==> config.mk <==
export PLATFORM = sky130hd
export DESIGN_NAME = multicycle_ctrl
export DESIGN_NICKNAME = d
export VERILOG_FILES = /design/src/rtl/mc_pkg.sv /design/src/rtl/ls_mode_decoder.sv /design/src/rtl/multicycle_ctrl.sv
export SDC_FILE = /design/constraint.sdc
export NUM_CORES = 1
export LEC_CHECK = 0
export ABC_AREA = 0
export CORE_MARGIN = 2
export CORE_UTILIZATION = 31
export CTS_CLUSTER_SIZE = 28
export DETAILED_ROUTE_END_ITERATION = 7
export PLACE_DENSITY = 0.78
export SYNTH_ARGS = -nofsm -noshare
export SYNTH_HDL_FRONTEND = slang
export SYNTH_HIERARCHICAL = 1
export SYNTH_SLANG_ARGS = --single-unit
==> constraint.sdc <==
create_clock -name clk -period 1.99 [get_ports clk]
set_clock_uncertainty 0.15 [all_clocks]
set_input_delay 0.4975 -clock clk [delete_from_list [all_inputs] [get_ports clk]]
set_output_delay 0.4975 -clock clk [all_outputs]
set_load 0.01 [all_outputs]
==> src/rtl/mc_pkg.sv <==
// Shared types and encodings for the multi-cycle RV32I sequencer.
// MC_ILLEGAL_TRAP_EN adds the sticky TRAP state.
package mc_pkg;

  typedef enum logic [3:0] {
    S_FETCH    = 4'd0,
    S_DECODE   = 4'd1,
    S_MEMADR   = 4'd2,
    S_MEMRD    = 4'd3,
    S_MEMWB    = 4'd4,
    S_MEMWR    = 4'd5,
    S_EXEC_R   = 4'd6,
    S_EXEC_I   = 4'd7,
    S_LUI      = 4'd8,
    S_AUIPC    = 4'd9,
    S_ALUWB    = 4'd10,
    S_BRANCH   = 4'd11,
    S_JAL      = 4'd12,
    S_JALR_ADR = 4'd13,
`ifdef MC_ILLEGAL_TRAP_EN
    S_JALR     = 4'd14,
    S_TRAP     = 4'd15
`else
    S_JALR     = 4'd14
`endif
  } mc_state_e;

  localparam logic [6:0] OP_LOAD   = 7'b0000011;
  localparam logic [6:0] OP_STORE  = 7'b0100011;
  localparam logic [6:0] OP_R      = 7'b0110011;
  localparam logic [6:0] OP_I      = 7'b0010011;
  localparam logic [6:0] OP_BRANCH = 7'b1100011;
  localparam logic [6:0] OP_JAL    = 7'b1101111;
  localparam logic [6:0] OP_JALR   = 7'b1100111;
  localparam logic [6:0] OP_LUI    = 7'b0110111;
  localparam logic [6:0] OP_AUIPC  = 7'b0010111;

  localparam logic [1:0] SRCA_PC    = 2'b00;
  localparam logic [1:0] SRCA_OLDPC = 2'b01;
  localparam logic [1:0] SRCA_RS1   = 2'b10;
  localparam logic [1:0] SRCA_ZERO  = 2'b11;

  localparam logic [1:0] SRCB_RS2  = 2'b00;
  localparam logic [1:0] SRCB_IMM  = 2'b01;
  localparam logic [1:0] SRCB_FOUR = 2'b10;

  localparam logic [1:0] RES_ALUOUT    = 2'b00;
  localparam logic [1:0] RES_READDATA  = 2'b01;
  localparam logic [1:0] RES_ALURESULT = 2'b10;

  localparam logic [1:0] ALUOP_ADD    = 2'b00;
  localparam logic [1:0] ALUOP_BRANCH = 2'b01;
  localparam logic [1:0] ALUOP_FUNCT  = 2'b10;

  localparam logic [2:0] IMM_I    = 3'b000;
  localparam logic [2:0] IMM_S    = 3'b001;
  localparam logic [2:0] IMM_B    = 3'b010;
  localparam logic [2:0] IMM_U    = 3'b011;
  localparam logic [2:0] IMM_J    = 3'b100;
  localparam logic [2:0] IMM_JALR = 3'b101;
  localparam logic [2:0] IMM_NONE = 3'b111;

  localparam logic [2:0] MODE_NONE  = 3'b000;
  localparam logic [2:0] MODE_WORD  = 3'b001;
  localparam logic [2:0] MODE_HALF  = 3'b010;
  localparam logic [2:0] MODE_BYTE  = 3'b011;
  localparam logic [2:0] MODE_HALFU = 3'b100;
  localparam logic [2:0] MODE_BYTEU = 3'b101;

  function automatic logic is_mem_state(input mc_state_e s);
    return (s == S_MEMADR) || (s == S_MEMRD) || (s == S_MEMWB) || (s == S_MEMWR);
  endfunction

endpackage

==> src/rtl/ls_mode_decoder.sv <==
// Immediate-format and load/store width decode from opcode and funct3.
// Width mode is only reported while the sequencer is in a memory state.
module ls_mode_decoder
  import mc_pkg::*;
(
  input  logic [6:0] opcode_i,
  input  logic [2:0] funct3_i,
  input  logic       mem_phase_i,
  output logic [2:0] imm_src_o,
  output logic [2:0] mode_bu_o
);

  always_comb begin
    imm_src_o = IMM_NONE;
    case (opcode_i)
      OP_LOAD, OP_I:    imm_src_o = IMM_I;
      OP_STORE:         imm_src_o = IMM_S;
      OP_BRANCH:        imm_src_o = IMM_B;
      OP_LUI, OP_AUIPC: imm_src_o = IMM_U;
      OP_JAL:           imm_src_o = IMM_J;
      OP_JALR:          imm_src_o = IMM_JALR;
      default:          imm_src_o = IMM_NONE;
    endcase
  end

  // Unsigned variants exist only for loads; a bad funct3 yields NONE and the access still runs.
  always_comb begin
    mode_bu_o = MODE_NONE;
    if (mem_phase_i && opcode_i == OP_LOAD) begin
      case (funct3_i)
        3'b000:  mode_bu_o = MODE_BYTE;
        3'b001:  mode_bu_o = MODE_HALF;
        3'b010:  mode_bu_o = MODE_WORD;
        3'b100:  mode_bu_o = MODE_BYTEU;
        3'b101:  mode_bu_o = MODE_HALFU;
        default: mode_bu_o = MODE_NONE;
      endcase
    end else if (mem_phase_i && opcode_i == OP_STORE) begin
      case (funct3_i)
        3'b000:  mode_bu_o = MODE_BYTE;
        3'b001:  mode_bu_o = MODE_HALF;
        3'b010:  mode_bu_o = MODE_WORD;
        default: mode_bu_o = MODE_NONE;
      endcase
    end
  end

endmodule

==> src/rtl/multicycle_ctrl.sv <==
// Per-instruction sequencer for the multi-cycle RV32I datapath.
// Define MC_ILLEGAL_TRAP_EN to trap on illegal opcodes instead of treating them as NOPs.
module multicycle_ctrl
  import mc_pkg::*;
(
  input  logic        clk,
  input  logic        rst,
  input  logic [31:0] Instr,
  input  logic        mem_ready,
  input  logic        BranchTaken,
  output logic        PCWrite,
  output logic        IRWrite,
  output logic        RegWrite,
  output logic        MemRead,
  output logic        MemWrite,
  output logic        AdrSrc,
  output logic [1:0]  ALUSrcA,
  output logic [1:0]  ALUSrcB,
  output logic [1:0]  ResultSrc,
  output logic [1:0]  ALUOp,
  output logic [2:0]  ImmSrc,
  output logic [2:0]  modeBU,
  output logic        instr_retire,
  output logic        trap,
  output mc_state_e   dbg_state_o
);

  // Memory handshake: MemRead/MemWrite are held steady while mem_ready is low;
  // the access completes in the cycle mem_ready is high and the FSM advances on that edge.
  mc_state_e state_q, state_d;
  logic pc_write_c, ir_write_c, reg_write_c, mem_read_c, mem_write_c, retire_c;

  logic [6:0] opcode;
  logic [2:0] funct3;
  logic       unused_instr_bits;

  assign opcode            = Instr[6:0];
  assign funct3            = Instr[14:12];
  assign unused_instr_bits = ^{Instr[31:15], Instr[11:7]};

  always_ff @(posedge clk or posedge rst) begin
    if (rst) state_q <= S_FETCH;
    else     state_q <= state_d;
  end

  always_comb begin
    state_d     = state_q;
    pc_write_c  = 1'b0;
    ir_write_c  = 1'b0;
    reg_write_c = 1'b0;
    mem_read_c  = 1'b0;
    mem_write_c = 1'b0;
    retire_c    = 1'b0;
    AdrSrc      = 1'b0;
    ALUSrcA     = SRCA_PC;
    ALUSrcB     = SRCB_FOUR;
    ResultSrc   = RES_ALURESULT;
    ALUOp       = ALUOP_ADD;
    case (state_q)
      S_FETCH: begin
        mem_read_c = 1'b1;
        if (mem_ready) begin
          ir_write_c = 1'b1;
          pc_write_c = 1'b1;
          state_d    = S_DECODE;
        end
      end
      S_DECODE: begin
        ALUSrcA = SRCA_OLDPC;
        ALUSrcB = SRCB_IMM;
        case (opcode)
          OP_LOAD, OP_STORE: state_d = S_MEMADR;
          OP_R:              state_d = S_EXEC_R;
          OP_I:              state_d = S_EXEC_I;
          OP_BRANCH:         state_d = S_BRANCH;
          OP_JAL:            state_d = S_JAL;
          OP_JALR:           state_d = S_JALR_ADR;
          OP_LUI:            state_d = S_LUI;
          OP_AUIPC:          state_d = S_AUIPC;
`ifdef MC_ILLEGAL_TRAP_EN
          default:           state_d = S_TRAP;
`else
          default: begin
            retire_c = 1'b1;
            state_d  = S_FETCH;
          end
`endif
        endcase
      end
      S_MEMADR: begin
        ALUSrcA = SRCA_RS1;
        ALUSrcB = SRCB_IMM;
        state_d = (opcode == OP_STORE) ? S_MEMWR : S_MEMRD;
      end
      S_MEMRD: begin
        AdrSrc     = 1'b1;
        mem_read_c = 1'b1;
        if (mem_ready) state_d = S_MEMWB;
      end
      S_MEMWB: begin
        ResultSrc   = RES_READDATA;
        reg_write_c = 1'b1;
        retire_c    = 1'b1;
        state_d     = S_FETCH;
      end
      S_MEMWR: begin
        AdrSrc      = 1'b1;
        mem_write_c = 1'b1;
        if (mem_ready) begin
          retire_c = 1'b1;
          state_d  = S_FETCH;
        end
      end
      S_EXEC_R: begin
        ALUSrcA = SRCA_RS1;
        ALUSrcB = SRCB_RS2;
        ALUOp   = ALUOP_FUNCT;
        state_d = S_ALUWB;
      end
      S_EXEC_I: begin
        ALUSrcA = SRCA_RS1;
        ALUSrcB = SRCB_IMM;
        ALUOp   = ALUOP_FUNCT;
        state_d = S_ALUWB;
      end
      S_LUI: begin
        ALUSrcA = SRCA_ZERO;
        ALUSrcB = SRCB_IMM;
        state_d = S_ALUWB;
      end
      S_AUIPC: begin
        ALUSrcA = SRCA_OLDPC;
        ALUSrcB = SRCB_IMM;
        state_d = S_ALUWB;
      end
      S_ALUWB: begin
        ResultSrc   = RES_ALUOUT;
        reg_write_c = 1'b1;
        retire_c    = 1'b1;
        state_d     = S_FETCH;
      end
      S_BRANCH: begin
        ALUSrcA    = SRCA_RS1;
        ALUSrcB    = SRCB_RS2;
        ALUOp      = ALUOP_BRANCH;
        ResultSrc  = RES_ALUOUT;
        pc_write_c = BranchTaken;
        retire_c   = 1'b1;
        state_d    = S_FETCH;
      end
      // Jump target was latched into ALUOut during DECODE/JALR_ADR; the ALU now forms OldPC+4.
      S_JAL, S_JALR: begin
        pc_write_c = 1'b1;
        ResultSrc  = RES_ALUOUT;
        ALUSrcA    = SRCA_OLDPC;
        ALUSrcB    = SRCB_FOUR;
        state_d    = S_ALUWB;
      end
      S_JALR_ADR: begin
        ALUSrcA = SRCA_RS1;
        ALUSrcB = SRCB_IMM;
        state_d = S_JALR;
      end
`ifdef MC_ILLEGAL_TRAP_EN
      S_TRAP: state_d = S_TRAP;
`endif
      default: state_d = S_FETCH;
    endcase
  end

  // Reset kills every strobe combinationally so an aborted instruction writes nothing.
  assign PCWrite      = pc_write_c  & ~rst;
  assign IRWrite      = ir_write_c  & ~rst;
  assign RegWrite     = reg_write_c & ~rst;
  assign MemRead      = mem_read_c  & ~rst;
  assign MemWrite     = mem_write_c & ~rst;
  assign instr_retire = retire_c    & ~rst;
  assign dbg_state_o  = state_q;

`ifdef MC_ILLEGAL_TRAP_EN
  assign trap = (state_q == S_TRAP);
`else
  assign trap = 1'b0;
`endif

  ls_mode_decoder u_ls_mode_decoder (
    .opcode_i    (opcode),
    .funct3_i    (funct3),
    .mem_phase_i (is_mem_state(state_q)),
    .imm_src_o   (ImmSrc),
    .mode_bu_o   (modeBU)
  );

endmodule

# Word level (Yosys, flattened, before mapping)

Cells that the tools add are included.

Bits in registers: 4
Bits of input ports: 36
Output and inout port bits: 26
Word-level logic and storage cells: 86

Equality and inequality tests: 30
Multiplexer cells: 24
Bitwise gates (word level): 7
Reductions and logical operators: 24

Operator list:

| kind                                                            | number |
|---|---|
| 4-bit case mux with 8 select lines                              | 1 |
| 4-bit == test, second input constant                            | 7 |
| 4-bit case mux with 7 select lines                              | 1 |
| 7-bit by 6-bit == test with 1-bit output, second input constant | 3 |
| 7-bit == test, second input constant                            | 3 |
| 3-bit case mux with 6 select lines                              | 1 |
| 2-bit OR reduction                                              | 9 |
| 4-bit by 3-bit == test with 1-bit output, second input constant | 4 |
| 3-bit case mux with 5 select lines                              | 1 |
| 7-bit by 5-bit == test with 1-bit output, second input constant | 2 |
| 4-bit 2-to-1 mux                                                | 3 |
| 2-bit case mux with 2 select lines                              | 3 |
| 2-bit case mux with 3 select lines                              | 2 |
| 6-bit OR reduction                                              | 2 |
| 3-bit 2-to-1 mux                                                | 3 |
| 9-bit OR reduction                                              | 1 |
| 4-bit by 2-bit == test with 1-bit output, second input constant | 2 |
| 4-bit OR reduction                                              | 2 |
| 7-bit by 2-bit == test with 1-bit output, second input constant | 1 |
| 1-bit 2-to-1 mux                                                | 7 |
| 1-bit bitwise AND                                               | 6 |
| 3-bit == test, second input constant                            | 2 |
| 2-bit != test, second input constant                            | 3 |
| 1-bit case mux with 3 select lines                              | 2 |
| 11 further kinds                                                | 14 |

# Logic depth before layout (Yosys ltp)

Gate-level depths: netlist of the first run.

Depth in word-level cells: 7
Mapped depth: 6
Gate-level depth less buffers: 4

# By module

The synthesis of the first run kept the hierarchy.

Modules (own cells, without submodules):

| module          | instances | cells each | area each (µm²) | seq. area each (µm²) |
|---|---|---|---|---|
| multicycle_ctrl | 1         | 98         | 684.4           | 100.1 |
| ls_mode_decoder | 1         | 21         | 138.9           | 0.0 |

# Worst setup path after synthesis of the first run

No wires, ideal clock.

Kind: reg-to-output
Start point: reg state_q[3] (netlist: dbg_state_o[3])
End point: out ALUSrcB[1]
Arrival: 1.517 ns
Required time: 1.342 ns
Path slack: -0.175 ns
Stages on the path, launching flop included: 5
Path buffers: 2
Cell sequence: dfrtp_1 > clkbuf_1 > clkbuf_1 > nor2_1 > a221oi_1

Word-level cells in the longest chain between the ends: 3
Elaborated cells between the ends (all ways): 11
Classes of those cells: eq/ne (8); mux (1); reduce/logical (2)

RTL lines:

| item                                                               | line                  | text |
|---|---|---|
| start: declaration                                                 | multicycle_ctrl.sv:30 | `mc_state_e state_q, state_d;` |
| start signal: assignment                                           | multicycle_ctrl.sv:43 | `else state_q <= state_d;` |
| 4-bit by 2-bit == test with 1-bit output (tied with other cells)   | multicycle_ctrl.sv:59 | `case (state_q)` |
| 6-bit OR reduction (no line) or 2-bit OR reduction (tied branches) | -                     |  |
| 2-bit case mux with 2 select lines *                               | multicycle_ctrl.sv:59 |  |
| end: declaration                                                   | multicycle_ctrl.sv:18 | `output logic [1:0] ALUSrcB,` |

Every way passes the cells marked *; elsewhere a longest branch is shown, timed or not.

# Worst setup path in the final report of the first run

Start point: reg state_q[2] (netlist: dbg_state_o[2])
End point: out PCWrite

Word-level cells in the longest chain between the ends: 4
Elaborated cells between the ends (all ways): 7
Classes of those cells: eq/ne (3); mux (1); bitwise (1); reduce/logical (2)

RTL lines:

| item                                 | line                   | text |
|---|---|---|
| 4-bit == test                        | multicycle_ctrl.sv:59  |  |
| 2-bit OR reduction                   | -                      |  |
| 1-bit case mux with 3 select lines * | multicycle_ctrl.sv:59  |  |
| 1-bit bitwise AND *                  | multicycle_ctrl.sv:172 | `assign PCWrite = pc_write_c & ~rst;` |
| end: declaration                     | multicycle_ctrl.sv:11  | `output logic PCWrite,` |

Marked as above.

==> impl_results.html, run 1 <==
<table>
<tr><th>Metric</th><th>Value</th></tr>
<tr><th colspan="2">Run status</th></tr>
<tr><td>Result of the run</td><td>finished with violations</td></tr>
<tr><td>Violations in the final reports</td><td>negative setup slack</td></tr>
<tr><th colspan="2">Synth</th></tr>
<tr><td>Top cells by area, synth</td><td>sky130_fd_sc_hd__dfrtp_1 (12%), sky130_fd_sc_hd__o21ai_0 (6.7%), sky130_fd_sc_hd__nor2b_1 (4.6%)</td></tr>
<tr><td>Number of flops mapped to enable cells by yosys</td><td>0</td></tr>
<tr><td>Post-Synthesis Net Count</td><td>155</td></tr>
<tr><td>Leading cell type by number of instances after synthesis</td><td>sky130_fd_sc_hd__o21ai_0</td></tr>
<tr><td>Fraction of registers with async set/reset</td><td>1.00</td></tr>
<tr><td>Top cell type by total area after synthesis</td><td>sky130_fd_sc_hd__dfrtp_1</td></tr>
<tr><td>Post-Syn Area</td><td>823 um2</td></tr>
<tr><td>Top cell types by occurrence after synthesis</td><td>sky130_fd_sc_hd__o21ai_0 (11), sky130_fd_sc_hd__clkbuf_1 (9), sky130_fd_sc_hd__nand2_1 (9), sky130_fd_sc_hd__nor2_1 (9)</td></tr>
<tr><td>Yosys warns</td><td>6</td></tr>
<tr><td>Area fraction of the dominant cell type after synthesis</td><td>0.122</td></tr>
<tr><td>Register bit count reported by yosys</td><td>4</td></tr>
<tr><td>Mapped Cells</td><td>119</td></tr>
<tr><td>Number of distinct library cells after synthesis</td><td>44</td></tr>
<tr><td>Main synth FF type</td><td>sky130_fd_sc_hd__dfrtp_1</td></tr>
<tr><td>Mean instance size in the synthesized netlist</td><td>6.92 um2</td></tr>
<tr><td>Sequential area share after synthesis</td><td>0.122</td></tr>
<tr><th colspan="2">Setup path</th></tr>
<tr><td>Arrival time worst endpoint</td><td>1.65 ns</td></tr>
<tr><td>Reg2Reg Setup Slack</td><td>-0.10 ns</td></tr>
<tr><td>Startpoint Class</td><td>register</td></tr>
<tr><td>Crit Path Class</td><td>register to output port</td></tr>
<tr><td>Worst Path Required</td><td>1.34 ns</td></tr>
<tr><td>CP Capture Type</td><td>output port</td></tr>
<tr><td>Critical-path maximum fanout</td><td>7</td></tr>
<tr><th colspan="2">Global routing</th></tr>
<tr><td>Via count of the first global-routing pass</td><td>1,391</td></tr>
<tr><td>Global-route wire length before repair</td><td>6120 um</td></tr>
<tr><td>Global Route Usage Sum</td><td>0.241</td></tr>
<tr><td>Pin count of the biggest net entering global routing</td><td>13</td></tr>
<tr><td>Initial antenna violation count</td><td>0</td></tr>
<tr><td>Overflow left after global routing</td><td>0</td></tr>
<tr><th colspan="2">Die</th></tr>
<tr><td>Die area</td><td>3080 um2</td></tr>
<tr><td>Die outline width</td><td>55.5 um</td></tr>
<tr><td>IO Count</td><td>62</td></tr>
<tr><td>Chip height</td><td>55.5 um</td></tr>
<tr><td>Placeable core region</td><td>2500 um2</td></tr>
<tr><td>Initial cell density of the core</td><td>0.329</td></tr>
<tr><td># rows</td><td>18</td></tr>
<tr><th colspan="2">STA</th></tr>
<tr><td>RSZ-0062 raised after global routing</td><td>yes</td></tr>
<tr><td>Number of hold violations in the final report</td><td>0</td></tr>
<tr><td>Final worst path period share</td><td>1.15</td></tr>
<tr><td>Final setup margin</td><td>-0.304 ns</td></tr>
<tr><td>Final setup fails</td><td>17</td></tr>
<tr><td>Min Clock Period, post-route</td><td>2.29 ns</td></tr>
<tr><td>Achievable clock frequency</td><td>436 MHz</td></tr>
<tr><td>Slew Viols, Final</td><td>0</td></tr>
<tr><th colspan="2">Detailed routing</th></tr>
<tr><td>WL per Instance</td><td>16.5 um</td></tr>
<tr><td>Routed length on met3</td><td>232 um</td></tr>
<tr><td>Final ANT Viol Nets</td><td>0</td></tr>
<tr><td>Top routing layer in use</td><td>met4</td></tr>
<tr><td>DR iter-0 viols</td><td>40</td></tr>
<tr><td>Mean number of vias per cell</td><td>5.61</td></tr>
<tr><td>Routed WL</td><td>3990 um</td></tr>
<tr><td>Number of detailed-route iterations in the first pass</td><td>4</td></tr>
<tr><td>Detailed-route via count</td><td>1,358</td></tr>
<tr><td>Metal2 WL</td><td>2090 um</td></tr>
<tr><td>DRC viols</td><td>0</td></tr>
<tr><td>M1 WL</td><td>1500 um</td></tr>
<tr><th colspan="2">Clock network</th></tr>
<tr><td>CTS H-tree lvls</td><td>1</td></tr>
<tr><td>Count of hold-fix buffers inserted at cts</td><td>0</td></tr>
<tr><td>Clock slew seen by the registers of the worst setup and hold paths</td><td>0.05 ns</td></tr>
<tr><td>Clock latency on the worst-skew pair</td><td>0.24 ns</td></tr>
<tr><td>Clock tree from TritonCTS</td><td>done</td></tr>
<tr><td>Total clock sinks</td><td>4</td></tr>
<tr><td>CTS root buf</td><td>sky130_fd_sc_hd__clkbuf_4</td></tr>
<tr><td>CTS buffer count</td><td>3</td></tr>
<tr><td>Clock buffer depth</td><td>2</td></tr>
<tr><th colspan="2">Cells and area</th></tr>
<tr><td>Layout cells sized above 1</td><td>0.580</td></tr>
<tr><td>ANT cells</td><td>0</td></tr>
<tr><td>Final core occ</td><td>0.702</td></tr>
<tr><td>Final design instance area without fill</td><td>1760 um2</td></tr>
<tr><td>Area growth from synthesis to layout</td><td>113%</td></tr>
<tr><td>Max reg flops</td><td>4</td></tr>
<tr><td>Post-layout net count</td><td>249</td></tr>
<tr><th colspan="2">Power</th></tr>
<tr><td>Total leakage power</td><td>0.831 nW</td></tr>
<tr><td>VDD IR max</td><td>0.746 mV</td></tr>
<tr><td>Total power per unit cell area</td><td>1310 nW/um2</td></tr>
<tr><th colspan="2">Placement</th></tr>
<tr><td>Area after DPL</td><td>1540 um2</td></tr>
<tr><td>Post-detailed-placement half-perimeter wirelength</td><td>2540 um</td></tr>
<tr><td>IO Port Bufs</td><td>38</td></tr>
<tr><td>Weighted congestion at the end of routability-driven global placement</td><td>0.897</td></tr>
<tr><th colspan="2">Flow run</th></tr>
<tr><td># Max-Cap Violations</td><td>0</td></tr>
<tr><th colspan="2">Hold path</th></tr>
<tr><td>Worst min-delay path category</td><td>input pin to async pin</td></tr>
</table>
final timing paths:
| path | startpoint | to | cells past startpoint |
|---|---|---|---|
| max | dbg_state_o[2]$_DFFE_PP0P_ | PCWrite | 5 |
| min | rst | dbg_state_o[1]$_DFFE_PP0P_ | 3 |
| max reg2reg | dbg_state_o[2]$_DFFE_PP0P_ | dbg_state_o[2]$_DFFE_PP0P_ | 6 |
| min reg2reg | dbg_state_o[3]$_DFFE_PP0P_ | dbg_state_o[0]$_DFFE_PP0P_ | 3 |
| max in group asynchronous | rst | dbg_state_o[2]$_DFFE_PP0P_ | 3 |
| min in group clk | Instr[3] | dbg_state_o[0]$_DFFE_PP0P_ | 3 |
placed cells by master, fill, tap and decap left out, types with 2 or more instances in the layout:
cell type,n
sky130_fd_sc_hd__a211oi_2,2
sky130_fd_sc_hd__o21ai_0,8
sky130_fd_sc_hd__and3_1,2
sky130_fd_sc_hd__nor2b_1,4
sky130_fd_sc_hd__clkdlybuf4s50_1,4
sky130_fd_sc_hd__nor3_2,3
sky130_fd_sc_hd__o21ai_1,3
sky130_fd_sc_hd__buf_6,13
sky130_fd_sc_hd__buf_2,23
sky130_fd_sc_hd__nand3b_1,2
sky130_fd_sc_hd__buf_4,49
sky130_fd_sc_hd__inv_1,3
sky130_fd_sc_hd__a21oi_2,3
sky130_fd_sc_hd__nor3_1,4
sky130_fd_sc_hd__o21bai_1,2
sky130_fd_sc_hd__clkbuf_4,4
sky130_fd_sc_hd__a22o_1,2
sky130_fd_sc_hd__nor2_1,7
sky130_fd_sc_hd__o211ai_1,2
sky130_fd_sc_hd__or4b_4,2
sky130_fd_sc_hd__o32ai_1,2
sky130_fd_sc_hd__nand2_1,6
sky130_fd_sc_hd__nor4_4,2
sky130_fd_sc_hd__nor2_2,2
sky130_fd_sc_hd__buf_8,2
sky130_fd_sc_hd__dfrtp_2,3
sky130_fd_sc_hd__nand2b_1,4
sky130_fd_sc_hd__nand2_2,3
sky130_fd_sc_hd__a21oi_1,4
sky130_fd_sc_hd__dlygate4sd2_1,7
through the flow:
step           setup WS [ns]  total power, mW  instances  setup TNS (ns)  hold WS [ns]
2_1_floorplan         -0.118             1.00        119          -0.168         0.130
3_3_place_gp          -0.915             1.80        222          -11.26         0.636
3_5_place_dp          -0.960             1.84        222          -12.25         0.678
4_1_cts               -0.296             2.10        240           -2.45         0.339
5_1_grt               -0.366             2.44        242           -3.86         0.419
6_report              -0.304             2.30        242           -2.66         0.414
final cells by class:
cell class                 count  area (um2)
sequential                     4         104
timing repair buffer          99         768
fill                         186         744
multi-input combinational    100         798
clock buffer                   4        26.3
inverter                       5        21.3
tap                           30        37.5
metal layers:
layer,vias up,track usage
li1,635,-
met1,630,0.255
met2,75,0.461
met3,18,0.0234
met4,0,0.125
met5,-,0
kinds of logic (layout without fill, tap and decap cells):
family / after synthesis / in the layout / synth area share
compound gates: 39 / 39 / 0.319
xor+xnor: 2 / 2 / 0.0213
buf+inv: 15 / 108 / 0.0730
flops: 4 / 4 / 0.122
mux: 1 / 1 / 0.0122
other cells: 1 / 1 / 0.00455
simple gates: 57 / 57 / 0.448
critical path: stages, from the launching register on:
cell                      delay [ns]
sky130_fd_sc_hd__dfrtp_2        0.45
sky130_fd_sc_hd__or4b_4         0.54
sky130_fd_sc_hd__a21oi_2        0.14
sky130_fd_sc_hd__a21oi_1        0.05
sky130_fd_sc_hd__nor2_1         0.09
sky130_fd_sc_hd__buf_2          0.14
power breakdown:
part,internal (mW),total (mW),switching [mW],leakage [nW]
Combinational,1.04,1.98,0.946,0.770
Clock,0.0759,0.118,0.0425,0.0150
Sequential,0.128,0.204,0.0756,0.0464
Total,1.24,2.30,1.06,0.831
timing repair:
action / in CTS / in global routing
endpoints found under the setup margin: 27 / 22
endpoints found under the hold margin: 0 / 0
pin swaps: 19 / 13
gates cloned: 1 / 0
setup buffers: 13 / 3
resized for setup: 149 / 23
Note: power is estimated with default switching activity, not from simulation.
==> inputs of run 2 (changes only) <==
--- a/config.mk
+++ b/config.mk
@@ -10,8 +10,7 @@
 export CORE_UTILIZATION = 31
 export CTS_CLUSTER_SIZE = 28
 export DETAILED_ROUTE_END_ITERATION = 7
-export PLACE_DENSITY = 0.78
+export PLACE_DENSITY_LB_ADDON = 0.25
 export SYNTH_ARGS = -nofsm -noshare
 export SYNTH_HDL_FRONTEND = slang
-export SYNTH_HIERARCHICAL = 1
 export SYNTH_SLANG_ARGS = --single-unit
==> run 2 against run 1 <==
  * The flow still finishes with violations (negative setup slack)
  * Wire length down 4.1%
  * Combinational power down 19%
  * Hold slack worse by 0.072 ns
  * Clock power down 17%
  * Non-clock buffer count up 5
  * Clock-buffer cell count down 1
  * Worst setup slack better by 0.014 ns
  * Critical path depth up 1
==> impl_results.html, run 2 <==
<table>
<tr><th>Metric</th><th>Value</th></tr>
<tr><th colspan="2">Run status</th></tr>
<tr><td>Violations in the final reports</td><td>negative setup slack</td></tr>
<tr><td>Result of the run</td><td>finished with violations</td></tr>
<tr><th colspan="2">STA</th></tr>
<tr><td>Final hold slack</td><td>0.342 ns (-0.0716 ns)</td></tr>
<tr><td>Number of hold violations in the final report</td><td>0 (unchanged)</td></tr>
<tr><td>Slew Viols, Final</td><td>0 (unchanged)</td></tr>
<tr><td>Final setup fails</td><td>14 (-3)</td></tr>
<tr><td>Achievable clock frequency</td><td>439 MHz (+0.61%)</td></tr>
<tr><td>RSZ-0062 raised after global routing</td><td>yes</td></tr>
<tr><td>Min Clock Period, post-route</td><td>2.28 ns (-0.0140 ns)</td></tr>
<tr><td>Final setup margin</td><td>-0.290 ns (+0.0140 ns)</td></tr>
<tr><td>Final worst path period share</td><td>1.15 (-0.00702)</td></tr>
<tr><th colspan="2">Synth</th></tr>
<tr><td>Number of flops mapped to enable cells by yosys</td><td>0 (unchanged)</td></tr>
<tr><td>Fraction of registers with async set/reset</td><td>1.00 (unchanged)</td></tr>
<tr><td>Post-Syn Area</td><td>845 um2 (+2.6%)</td></tr>
<tr><td>Area fraction of the dominant cell type after synthesis</td><td>0.119 (-0.00306)</td></tr>
<tr><td>Sequential area share after synthesis</td><td>0.119 (-0.00306)</td></tr>
<tr><td>Top cells by area, synth</td><td>sky130_fd_sc_hd__dfrtp_1 (12%), sky130_fd_sc_hd__nor2_1 (7.1%), sky130_fd_sc_hd__o21ai_0 (5.3%)</td></tr>
<tr><td>Top cell type by total area after synthesis</td><td>sky130_fd_sc_hd__dfrtp_1</td></tr>
<tr><td>Leading cell type by number of instances after synthesis</td><td>sky130_fd_sc_hd__nor2_1</td></tr>
<tr><td>Number of distinct library cells after synthesis</td><td>45 (+2.3%)</td></tr>
<tr><td>Mapped Cells</td><td>118 (-0.84%)</td></tr>
<tr><td>Top cell types by occurrence after synthesis</td><td>sky130_fd_sc_hd__nor2_1 (16), sky130_fd_sc_hd__o21ai_0 (9), sky130_fd_sc_hd__a21oi_1 (7), sky130_fd_sc_hd__nand2_1 (7), sky130_fd_sc_hd__nor3_1 (6)</td></tr>
<tr><td>Main synth FF type</td><td>sky130_fd_sc_hd__dfrtp_1</td></tr>
<tr><td>Register bit count reported by yosys</td><td>4 (unchanged)</td></tr>
<tr><td>Post-Synthesis Net Count</td><td>154 (-0.65%)</td></tr>
<tr><td>Yosys warns</td><td>0 (-6)</td></tr>
<tr><td>Mean instance size in the synthesized netlist</td><td>7.16 um2 (+3.5%)</td></tr>
<tr><th colspan="2">Placement</th></tr>
<tr><td>Post-detailed-placement half-perimeter wirelength</td><td>2460 um (-3.4%)</td></tr>
<tr><td>Weighted congestion at the end of routability-driven global placement</td><td>0.863 (-3.7%)</td></tr>
<tr><td>IO Port Bufs</td><td>38 (unchanged)</td></tr>
<tr><th colspan="2">Clock network</th></tr>
<tr><td>CTS root buf</td><td>sky130_fd_sc_hd__clkbuf_4</td></tr>
<tr><td>Clock tree from TritonCTS</td><td>done</td></tr>
<tr><td>CTS H-tree lvls</td><td>1 (unchanged)</td></tr>
<tr><td>Clock slew seen by the registers of the worst setup and hold paths</td><td>0.04 ns (about the same)</td></tr>
<tr><td>Clock latency on the worst-skew pair</td><td>0.23 ns (about the same)</td></tr>
<tr><td>Total clock sinks</td><td>4 (unchanged)</td></tr>
<tr><td>CTS buffer count</td><td>3 (unchanged)</td></tr>
<tr><td>Clock buffer depth</td><td>2 (unchanged)</td></tr>
<tr><th colspan="2">Setup path</th></tr>
<tr><td>Crit Path Class</td><td>register to output port</td></tr>
<tr><td>Capturing point of the worst reg2reg path</td><td>dbg_state_o[3]$_DFFE_PP0P_</td></tr>
<tr><td>Startpoint Class</td><td>register</td></tr>
<tr><td>CP Capture Type</td><td>output port</td></tr>
<tr><td>Reg2reg path depth</td><td>6 (unchanged)</td></tr>
<tr><td>Worst reg2reg path startpoint</td><td>dbg_state_o[1]$_DFFE_PP0P_</td></tr>
<tr><td>Delay of the slowest cell on the worst path</td><td>0.45 ns (-0.09 ns)</td></tr>
<tr><td>Total buffers and inverters traversed by the critical path</td><td>2 (+1)</td></tr>
<tr><td>Cell chain of the critical path</td><td>nor2b_1 &gt; o31ai_2 &gt; buf_4 &gt; o21ai_2 &gt; nor2_1 &gt; buf_2</td></tr>
<tr><td>Critical-path maximum fanout</td><td>7 (unchanged)</td></tr>
<tr><td>Crit path max-delay family</td><td>flip-flops</td></tr>
<tr><td>Worst Path Required</td><td>1.34 ns (about the same)</td></tr>
<tr><td>Arrival time worst endpoint</td><td>1.63 ns (-0.02 ns)</td></tr>
<tr><td>Reg2Reg Setup Slack</td><td>0.33 ns (+0.43 ns)</td></tr>
<tr><td>Cell type of the slowest stage on the worst timing path</td><td>sky130_fd_sc_hd__dfrtp_2</td></tr>
<tr><th colspan="2">Detailed routing</th></tr>
<tr><td>Number of detailed-route iterations in the first pass</td><td>4 (unchanged)</td></tr>
<tr><td>Mean number of vias per cell</td><td>5.18 (-7.7%)</td></tr>
<tr><td>Detailed-route via count</td><td>1,269 (-6.6%)</td></tr>
<tr><td>DRC viols</td><td>0 (unchanged)</td></tr>
<tr><td>Routed WL</td><td>3830 um (-4.1%)</td></tr>
<tr><td>Final ANT Viol Nets</td><td>0 (unchanged)</td></tr>
<tr><td>WL per Instance</td><td>15.6 um (-5.3%)</td></tr>
<tr><td>DR iter-0 viols</td><td>40 (unchanged)</td></tr>
<tr><th colspan="2">Cells and area</th></tr>
<tr><td>Layout cells sized above 1</td><td>0.670 (+0.0896)</td></tr>
<tr><td>Final core occ</td><td>0.744 (+0.0418)</td></tr>
<tr><td>Area growth from synthesis to layout</td><td>122%</td></tr>
<tr><td>Max reg flops</td><td>4 (unchanged)</td></tr>
<tr><td>Post-layout net count</td><td>253 (+1.6%)</td></tr>
<tr><td>Most used cells in the layout excluding fill and tap cells</td><td>sky130_fd_sc_hd__buf_4 (47), sky130_fd_sc_hd__buf_6 (21), sky130_fd_sc_hd__buf_2 (20)</td></tr>
<tr><td>Leading cell type in the layout, fill and taps excluded</td><td>sky130_fd_sc_hd__buf_4</td></tr>
<tr><td>ANT cells</td><td>0 (unchanged)</td></tr>
<tr><th colspan="2">Die</th></tr>
<tr><td>Placeable core region</td><td>2520 um2 (+0.90%)</td></tr>
<tr><td>Die area</td><td>3160 um2 (+2.4%)</td></tr>
<tr><td># rows</td><td>18 (unchanged)</td></tr>
<tr><td>Initial cell density of the core</td><td>0.335 (+0.00549)</td></tr>
<tr><td>Chip height</td><td>56.2 um (+1.2%)</td></tr>
<tr><td>Die outline width</td><td>56.2 um (+1.2%)</td></tr>
<tr><td>IO Count</td><td>62 (unchanged)</td></tr>
<tr><th colspan="2">Power</th></tr>
<tr><td>Total power per unit cell area</td><td>1010 nW/um2 (-23%)</td></tr>
<tr><td>Net Switching</td><td>0.837 mW (-21%)</td></tr>
<tr><td>Internal power</td><td>1.05 mW (-15%)</td></tr>
<tr><td>Clock share of power</td><td>0.052 (about the same)</td></tr>
<tr><td>Power share of the sequential group</td><td>0.097 (+0.008)</td></tr>
<tr><td>VDD IR max</td><td>0.675 mV (-9.6%)</td></tr>
<tr><td>Total power</td><td>1.89 mW (-18%)</td></tr>
<tr><td>Relative contribution of combinational cells to total power</td><td>0.851 (-0.009)</td></tr>
<tr><td>Switching share of total power</td><td>0.443 (-0.0193)</td></tr>
<tr><td>Total leakage power</td><td>0.851 nW (+2.4%)</td></tr>
<tr><th colspan="2">Global routing</th></tr>
<tr><td>Via count of the first global-routing pass</td><td>1,199 (-14%)</td></tr>
<tr><td>Overflow left after global routing</td><td>0 (unchanged)</td></tr>
<tr><td>Initial antenna violation count</td><td>0 (unchanged)</td></tr>
<tr><td>Met1 usage</td><td>0.249 (-0.00672)</td></tr>
<tr><td>Global Route Usage Sum</td><td>0.218 (-0.0233)</td></tr>
<tr><td>Most Used Layer, Global Route</td><td>met2</td></tr>
<tr><td>Pin count of the biggest net entering global routing</td><td>9 (-4)</td></tr>
<tr><td>Global-route wire length before repair</td><td>5580 um (-8.8%)</td></tr>
<tr><td>M2 GR Usage</td><td>0.427 (-0.0340)</td></tr>
<tr><td>Grt met3 use</td><td>0.0163 (-0.00714)</td></tr>
<tr><th colspan="2">Hold path</th></tr>
<tr><td>Worst min-delay path category</td><td>input pin to async pin</td></tr>
<tr><th colspan="2">Flow run</th></tr>
<tr><td># Max-Cap Violations</td><td>0 (unchanged)</td></tr>
</table>
==> run 2: per-stage QoR <==
step                cell area (um2)  setup WS, ns  cells  setup TNS [ns]
global placement               1520        -0.840    224          -10.69
finish                         1880        -0.290    245           -2.45
floorplan                       845        0.0498    118               0
global route                   1880        -0.359    245           -3.27
CTS                            1700        -0.275    241           -2.08
detailed placement             1520        -0.909    224          -11.24
==> run 2: worst max-delay path by stage <==
stage                               start      endpoint  slack, ns  cells past startpoint
2_1_floorplan  dbg_state_o[1]$_DFFE_PP0P_     modeBU[2]       0.05                      5
3_3_place_gp                     Instr[3]  instr_retire      -0.84                      7
3_5_place_dp                     Instr[2]     modeBU[2]      -0.91                      5
4_1_cts        dbg_state_o[2]$_DFFE_PP0P_     modeBU[2]      -0.27                      5
5_1_grt        dbg_state_o[2]$_DFFE_PP0P_  instr_retire      -0.36                      7
6_report       dbg_state_o[0]$_DFFE_PP0P_  instr_retire      -0.29                      6
==> run 2: logic make-up (layout without fill, tap and decap cells) <==
logic type,Yosys count,in the layout,share of synthesized area
XOR/XNOR,2,2,0.0207
AO/OA/AOI/OAI,39,39,0.321
buffers and inverters,14,111,0.136
other,1,1,0.00444
AND/OR/NAND/NOR,58,58,0.399
flip-flops,4,4,0.119
==> run 2: repair_timing <==
item | 4_1_cts | 5_1_grt
setup buffers | 14 | 7
gates resized for setup | 166 | 35
pin swaps | 14 | 13
endpoints found under the setup margin | 26 | 21
hold endpoints to repair | 0 | 0
hold buffers | 0 | 0
==> run 2: final cells by class <==
class | instances | area (um2)
inverter | 4 | 17.5
sequential | 4 | 105
fill | 194 | 646
tap | 30 | 37.5
multi-input combinational | 100 | 818
timing repair buffer | 104 | 876
clock buffer | 3 | 22.5
==> run 2: layer usage <==
metal / part of all wire / vias to the layer above
li1: - / 628
met1: 0.41 / 597
met2: 0.55 / 40
met3: 0.034 / 4
met4: 0.0073 / 0
met5: 0 / -
==> run 2: power groups by stage <==
stage                     clock, mW  combinational [mW]  sequential, mW
after floorplan                   0               0.585           0.158
after global placement            0                1.19           0.172
after detailed placement          0                1.21           0.170
after CTS                     0.102                1.40           0.176
after global routing          0.109                1.72           0.188
final                        0.0980                1.61           0.184
==> run 2: worst min-delay path: cells and delay by family <==
kind                   cells  cell delay [ns]
buffers and inverters      3             0.55
